[src/rtl/sseg4_pkg.sv]
`default_nettype none
// ============================================================================
// Module   : sseg4_pkg
// Brief    : Shared types and constants for the four-digit seven-segment scanner.
// Revision : 1.0 - initial release
// ============================================================================
package sseg4_pkg;

  localparam int SSEG_DIGITS = 4;

  typedef logic [1:0] digit_idx_t;

  typedef struct packed {
    logic [15:0] hex;
    logic [3:0]  dp;
    logic [3:0]  en;
  } frame_t;

  // A digit survives blanking if its nibble or any higher nibble is non-zero.
  function automatic logic [3:0] lzb_keep(input logic [15:0] hex);
    logic [3:0] keep;
    keep[3] = (hex[15:12] != 4'h0);
    keep[2] = keep[3] | (hex[11:8] != 4'h0);
    keep[1] = keep[2] | (hex[7:4] != 4'h0);
    keep[0] = 1'b1;
    return keep;
  endfunction

endpackage
`default_nettype wire

[src/rtl/sseg4_tick_gen.sv]
`default_nettype none
// ============================================================================
// Module   : sseg4_tick_gen
// Brief    : Dwell prescaler; counts 0..DWELL_CYCLES-1 and flags the wrap cycle.
// Revision : 1.0 - initial release
// ============================================================================
module sseg4_tick_gen #(
  parameter int DWELL_CYCLES = 100000
) (
  input  logic i_clk,
  input  logic i_rst,
  output logic o_dwell_tick
);

  localparam int c_cnt_w = (DWELL_CYCLES > 1) ? $clog2(DWELL_CYCLES) : 1;
  localparam logic [c_cnt_w-1:0] c_last = c_cnt_w'(DWELL_CYCLES - 1);

  logic [c_cnt_w-1:0] r_cnt;

  always_ff @(posedge i_clk or posedge i_rst) begin
    if (i_rst) begin
      r_cnt <= '0;
    end else if (r_cnt == c_last) begin
      r_cnt <= '0;
    end else begin
      r_cnt <= r_cnt + 1'b1;
    end
  end

  assign o_dwell_tick = (r_cnt == c_last);

endmodule
`default_nettype wire

[src/rtl/sseg4_scan.sv]
`default_nettype none
// ============================================================================
// Module   : sseg4_scan
// Brief    : Four-digit multiplexed display scanner with a one-deep frame buffer.
//            Define SSEG4_SCAN_LZB_EN to enable leading-zero blanking.
// Revision : 1.0 - initial release
// ============================================================================
module sseg4_scan
  import sseg4_pkg::*;
#(
  parameter int DWELL_CYCLES = 100000
) (
  input  logic        i_clk,
  input  logic        i_rst,
  input  logic        i_valid,
  output logic        o_ready,
  input  logic [15:0] i_hex,
  input  logic [3:0]  i_dp,
  input  logic [3:0]  i_en,
  output logic [3:0]  o_hex,
  output logic        o_dp,
  output logic [3:0]  o_an_n,
  output logic        o_frame_tick
);

  localparam digit_idx_t c_last_idx = digit_idx_t'(SSEG_DIGITS - 1);

  logic       w_dwell_tick;
  logic       w_wrap;
  logic       w_accept;
  logic [3:0] w_lit_mask;
  logic [3:0] w_base;

  digit_idx_t r_idx;
  frame_t     r_active;
  frame_t     r_pend;
  logic       r_pend_full;

  sseg4_tick_gen #(
    .DWELL_CYCLES (DWELL_CYCLES)
  ) u_tick_gen (
    .i_clk        (i_clk),
    .i_rst        (i_rst),
    .o_dwell_tick (w_dwell_tick)
  );

  assign w_wrap   = w_dwell_tick && (r_idx == c_last_idx);
  assign o_ready  = ~r_pend_full;
  assign w_accept = i_valid & ~r_pend_full;

  // Promotion only happens on the frame boundary so the active frame is
  // stable for a whole scan; a capture in that same cycle waits one frame.
  always_ff @(posedge i_clk or posedge i_rst) begin
    if (i_rst) begin
      r_idx       <= '0;
      r_active    <= '0;
      r_pend      <= '0;
      r_pend_full <= 1'b0;
    end else begin
      if (w_dwell_tick) begin
        r_idx <= r_idx + 2'd1;
      end
      if (w_wrap && r_pend_full) begin
        r_active    <= r_pend;
        r_pend_full <= 1'b0;
      end else if (w_accept) begin
        r_pend      <= '{hex: i_hex, dp: i_dp, en: i_en};
        r_pend_full <= 1'b1;
      end
    end
  end

`ifdef SSEG4_SCAN_LZB_EN
  assign w_lit_mask = r_active.en & lzb_keep(r_active.hex);
`else
  assign w_lit_mask = r_active.en;
`endif

  assign w_base       = {r_idx, 2'b00};
  assign o_hex        = r_active.hex[w_base +: 4];
  assign o_dp         = r_active.dp[r_idx];
  assign o_an_n       = w_lit_mask[r_idx] ? ~(4'b0001 << r_idx) : 4'b1111;
  assign o_frame_tick = w_wrap;

endmodule
`default_nettype wire

[config.mk]
export PLATFORM = sky130hd
export DESIGN_NAME = sseg4_scan
export DESIGN_NICKNAME = d
export VERILOG_FILES = /design/src/rtl/sseg4_pkg.sv /design/src/rtl/sseg4_tick_gen.sv /design/src/rtl/sseg4_scan.sv
export SDC_FILE = /design/constraint.sdc
export NUM_CORES = 1
export LEC_CHECK = 0
export ABC_CLOCK_PERIOD_IN_PS = 5800
export BUFFER_PORTS_ARGS = -buffer_cell sky130_fd_sc_hd__buf_4
export CAP_MARGIN = 0
export CORE_AREA = 2 2 125 66
export CTS_CLUSTER_SIZE = 24
export DETAILED_ROUTE_END_ITERATION = 12
export DIE_AREA = 0 0 127 68
export SLEW_MARGIN = 10
export SYNTH_ARGS = -nofsm -noshare
export SYNTH_HDL_FRONTEND = slang
export SYNTH_SLANG_ARGS = --single-unit
export TNS_END_PERCENT = 1
[constraint.sdc]
create_clock -name i_clk -period 5.8 [get_ports i_clk]
set_clock_uncertainty 0.2 [all_clocks]
set_input_delay 1.16 -clock i_clk [delete_from_list [all_inputs] [get_ports i_clk]]
set_output_delay 1.16 -clock i_clk [all_outputs]
set_load 0.01 [all_outputs]
==> impl_metrics.tcl <==
set metrics [dict create \
    outcome "complete, no violations" \
    seq_power_share_pct 46.6 \
    max_freq_ghz 0.266 \
    syn_nets 238 \
    cts_num_sinks 68 \
    area_growth_pct 23.3 \
    final_core_util_pct 47.2 \
    io_pins 38 \
    synthTopCellsByCount "dfrtp_1, mux2_2, nor2_1" \
    cts_inserted_buffers 9 \
    rsz0062_at_grt "no" \
    drt-initial-drc-count 110 \
    critPathMaxFanout 11 \
    combPwrFrac_pct 3.8 \
    rows 23 \
    yosysUniqueCellTypes 28 \
    yosys_warnings 0 \
    die_h_microns 68 \
    tns_ns 0 \
    cell_internal_pwr_uw 868 \
    clkSlewWorstSetupHoldPaths_ns 0.05 \
    vias_per_cell 4.81 \
    p_leak_uw 0.00169 \
    dp.final_hpwl_mm 3.75 \
    worstPathRequired_ns 4.44 \
    synth_most_common_cell "dfrtp_1" \
    first_global_vias 1748 \
    worst_pin_slew_ns 0.773 \
    io_buffers 37 \
    arrival_ns 2.40 \
    clkLatencyLatePin_ns 0.33 \
    min_period_ns 3.76 \
    async_flop_share_pct 100 \
    avgRoutedWirePerCell_microns 15.4 \
    criticalPathCategory "register to output port" \
    yosysSeqAreaShare_pct 58.1 \
    ys.flop_type "dfrtp_1" \
    synth_area_leader_cell "dfrtp_1" \
    p_per_area_nw_per_um2 299 \
    firstDrtPassIters 4 \
    max_cap_violations 0 \
    post_cts_buffers 0 \
    layout.nets 281 \
    core_sq_um 7650 \
    fillCellCount 689 \
    diodes 0 \
    synth_area_per_cell_sq_um 14.2 \
    grt_max_degree 45 \
    final.period_utilization_pct 64.8 \
    syn-cell-area_sq_um 2930 \
    initial_utilization_pct 38.3 \
    power.share.clock_pct 49.6 \
    ant_nets 0 \
    switching_share_pct 19.7 \
    grt_usage_pct 14.8 \
    drive_above_1_share_pct 41.3 \
    grt_pass1_wl_mm 9.15 \
    drt_wl_total_mm 5.46 \
    ir_worst_vdd_uv 134 \
    endpoint_kind "output port" \
    hp-class "register to register" \
    overflow 0 \
    startpoint_type "register" \
    maxSlewHeadroom_pct 48.3 \
    setup_viol 0 \
    synth_edf_count 0 \
    synth.area.top_cells "dfrtp_1, mux2_2, mux4_2, mux2_1, xnor2_1" \
    slew_viol_final 0 \
    ctsHtreeMaxLevel 3 \
    hold_violations 0 \
    remaining_drc_errors 0 \
    syn_inst 206 \
    antenna_found_initial 0 \
    post_cts_resized 0 \
    die_area_sq_um 8640 \
    netlist.area_leader.share_pct 58.1 \
    cts_tree "done" \
    cts_hold_buf 0 \
    fp.dieW_microns 127 \
    clock_path_buffers 2 \
    power_switching_uw 213 \
    cts-root-buf "clkbuf_16" \
    synth-seq-cells 68 \
    routabilityCongestion 0.867 \
    route.vias.total 1701 \
]
final timing paths:
| path | start | endpoint | slack, ns | depth (start not counted) |
|---|---|---|---|---|
| max | u_tick_gen.r_cnt[12]$_DFF_PP0_ | o_frame_tick | 2.04 | 5 |
| min | r_active[13]$_DFFE_PP0P_ | r_active[13]$_DFFE_PP0P_ | 0.28 | 1 |
| max reg2reg | u_tick_gen.r_cnt[12]$_DFF_PP0_ | r_idx[1]$_DFFE_PP0N_ | 3.36 | 4 |
| min reg2reg | r_active[13]$_DFFE_PP0P_ | r_active[13]$_DFFE_PP0P_ | 0.28 | 1 |
| max in group asynchronous | i_rst | r_pend[4]$_DFFE_PP0P_ | 3.78 | 3 |
| min in group asynchronous | i_rst | r_pend[22]$_DFFE_PP0P_ | 0.68 | 2 |
through the flow:
step | std cells | worst slack, ns | hold slack, ns | power (uW) | area (sq um)
final | 354 | 2.04 | 0.282 | 1080 | 3610
after global routing | 354 | 1.83 | 0.298 | 1130 | 3610
after CTS | 354 | 2.07 | 0.288 | 1100 | 3610
after detailed placement | 338 | 2.43 | 0.275 | 555 | 3310
after global placement | 338 | 2.41 | 0.264 | 553 | 3310
after floorplan | 206 | 2.73 | 0.252 | 532 | 2930
cells by family (layout without fill, tap and decap cells):
logic type               Yosys count  after routing  share of synthesized area [%]
XOR/XNOR                          15             15                           4.49
multiplexers                      56             56                           23.8
AND/OR/NAND/NOR                   47             47                           8.97
adder cells (fa/ha/maj)            5              5                           2.14
AO/OA/AOI/OAI                      1              1                          0.171
buffers and inverters             14             62                           2.35
flip-flops                        68             68                           58.1
area by class of cell:
| cell class | instances | area (sq um) | share of cell area (%) |
|---|---|---|---|
| clock buffers | 16 | 302 | 8.35 |
| well taps | 100 | 125 | 3.46 |
| flip-flops and latches | 68 | 1700 | 47.1 |
| repair buffers | 40 | 300 | 8.31 |
| multi-input cells | 124 | 1160 | 32.1 |
| inverters | 6 | 22.5 | 0.623 |
worst max-delay path, cell delays in order, from the launching register on:
cell     delay, ns
dfrtp_1       0.41
nor4b_1       0.36
nand4_1       0.28
nor2_1        0.68
and2_1        0.23
buf_4         0.12
power by group through the flow:
stage	Clock (uW)	Sequential [uW]	Combinational [uW]
finish	536	504	40.9
global route	579	506	46.4
CTS	552	504	42.3
detailed placement	0	512	42.2
global placement	0	512	41.2
floorplan	0	508	24.0
state kept, by name, summed over array words and instances (netlist names):
register / count
r_pend_full: 1
w_lit_mask: 4
r_pend: 24
r_active: 20
u_tick_gen.r_cnt: 17
r_idx: 2
layer usage:
metal,track usage [%],vias to the layer above,part of all wire [%]
met4,6.18,0,1.4
met3,7.19,6,5.3
met5,0,-,0
li1,-,812,-
met1,20.4,837,54
met2,19.6,46,39
cell usage in the layout, fill, tap and decap left out, types with 2 or more instances in the layout:
| cell type | n |
|---|---|
| nand4_1 | 6 |
| mux2_2 | 39 |
| clkbuf_8 | 5 |
| buf_4 | 40 |
| dfrtp_1 | 68 |
| clkbuf_1 | 2 |
| clkbuf_16 | 9 |
| xor2_1 | 5 |
| nand3_1 | 4 |
| nor3_1 | 5 |
| nand2_1 | 8 |
| mux4_2 | 6 |
| ha_1 | 5 |
| mux2_1 | 10 |
| nor2_1 | 12 |
| nor4_1 | 2 |
| xnor2_1 | 10 |
| inv_1 | 5 |
Note: power is estimated with default switching activity, not from simulation.
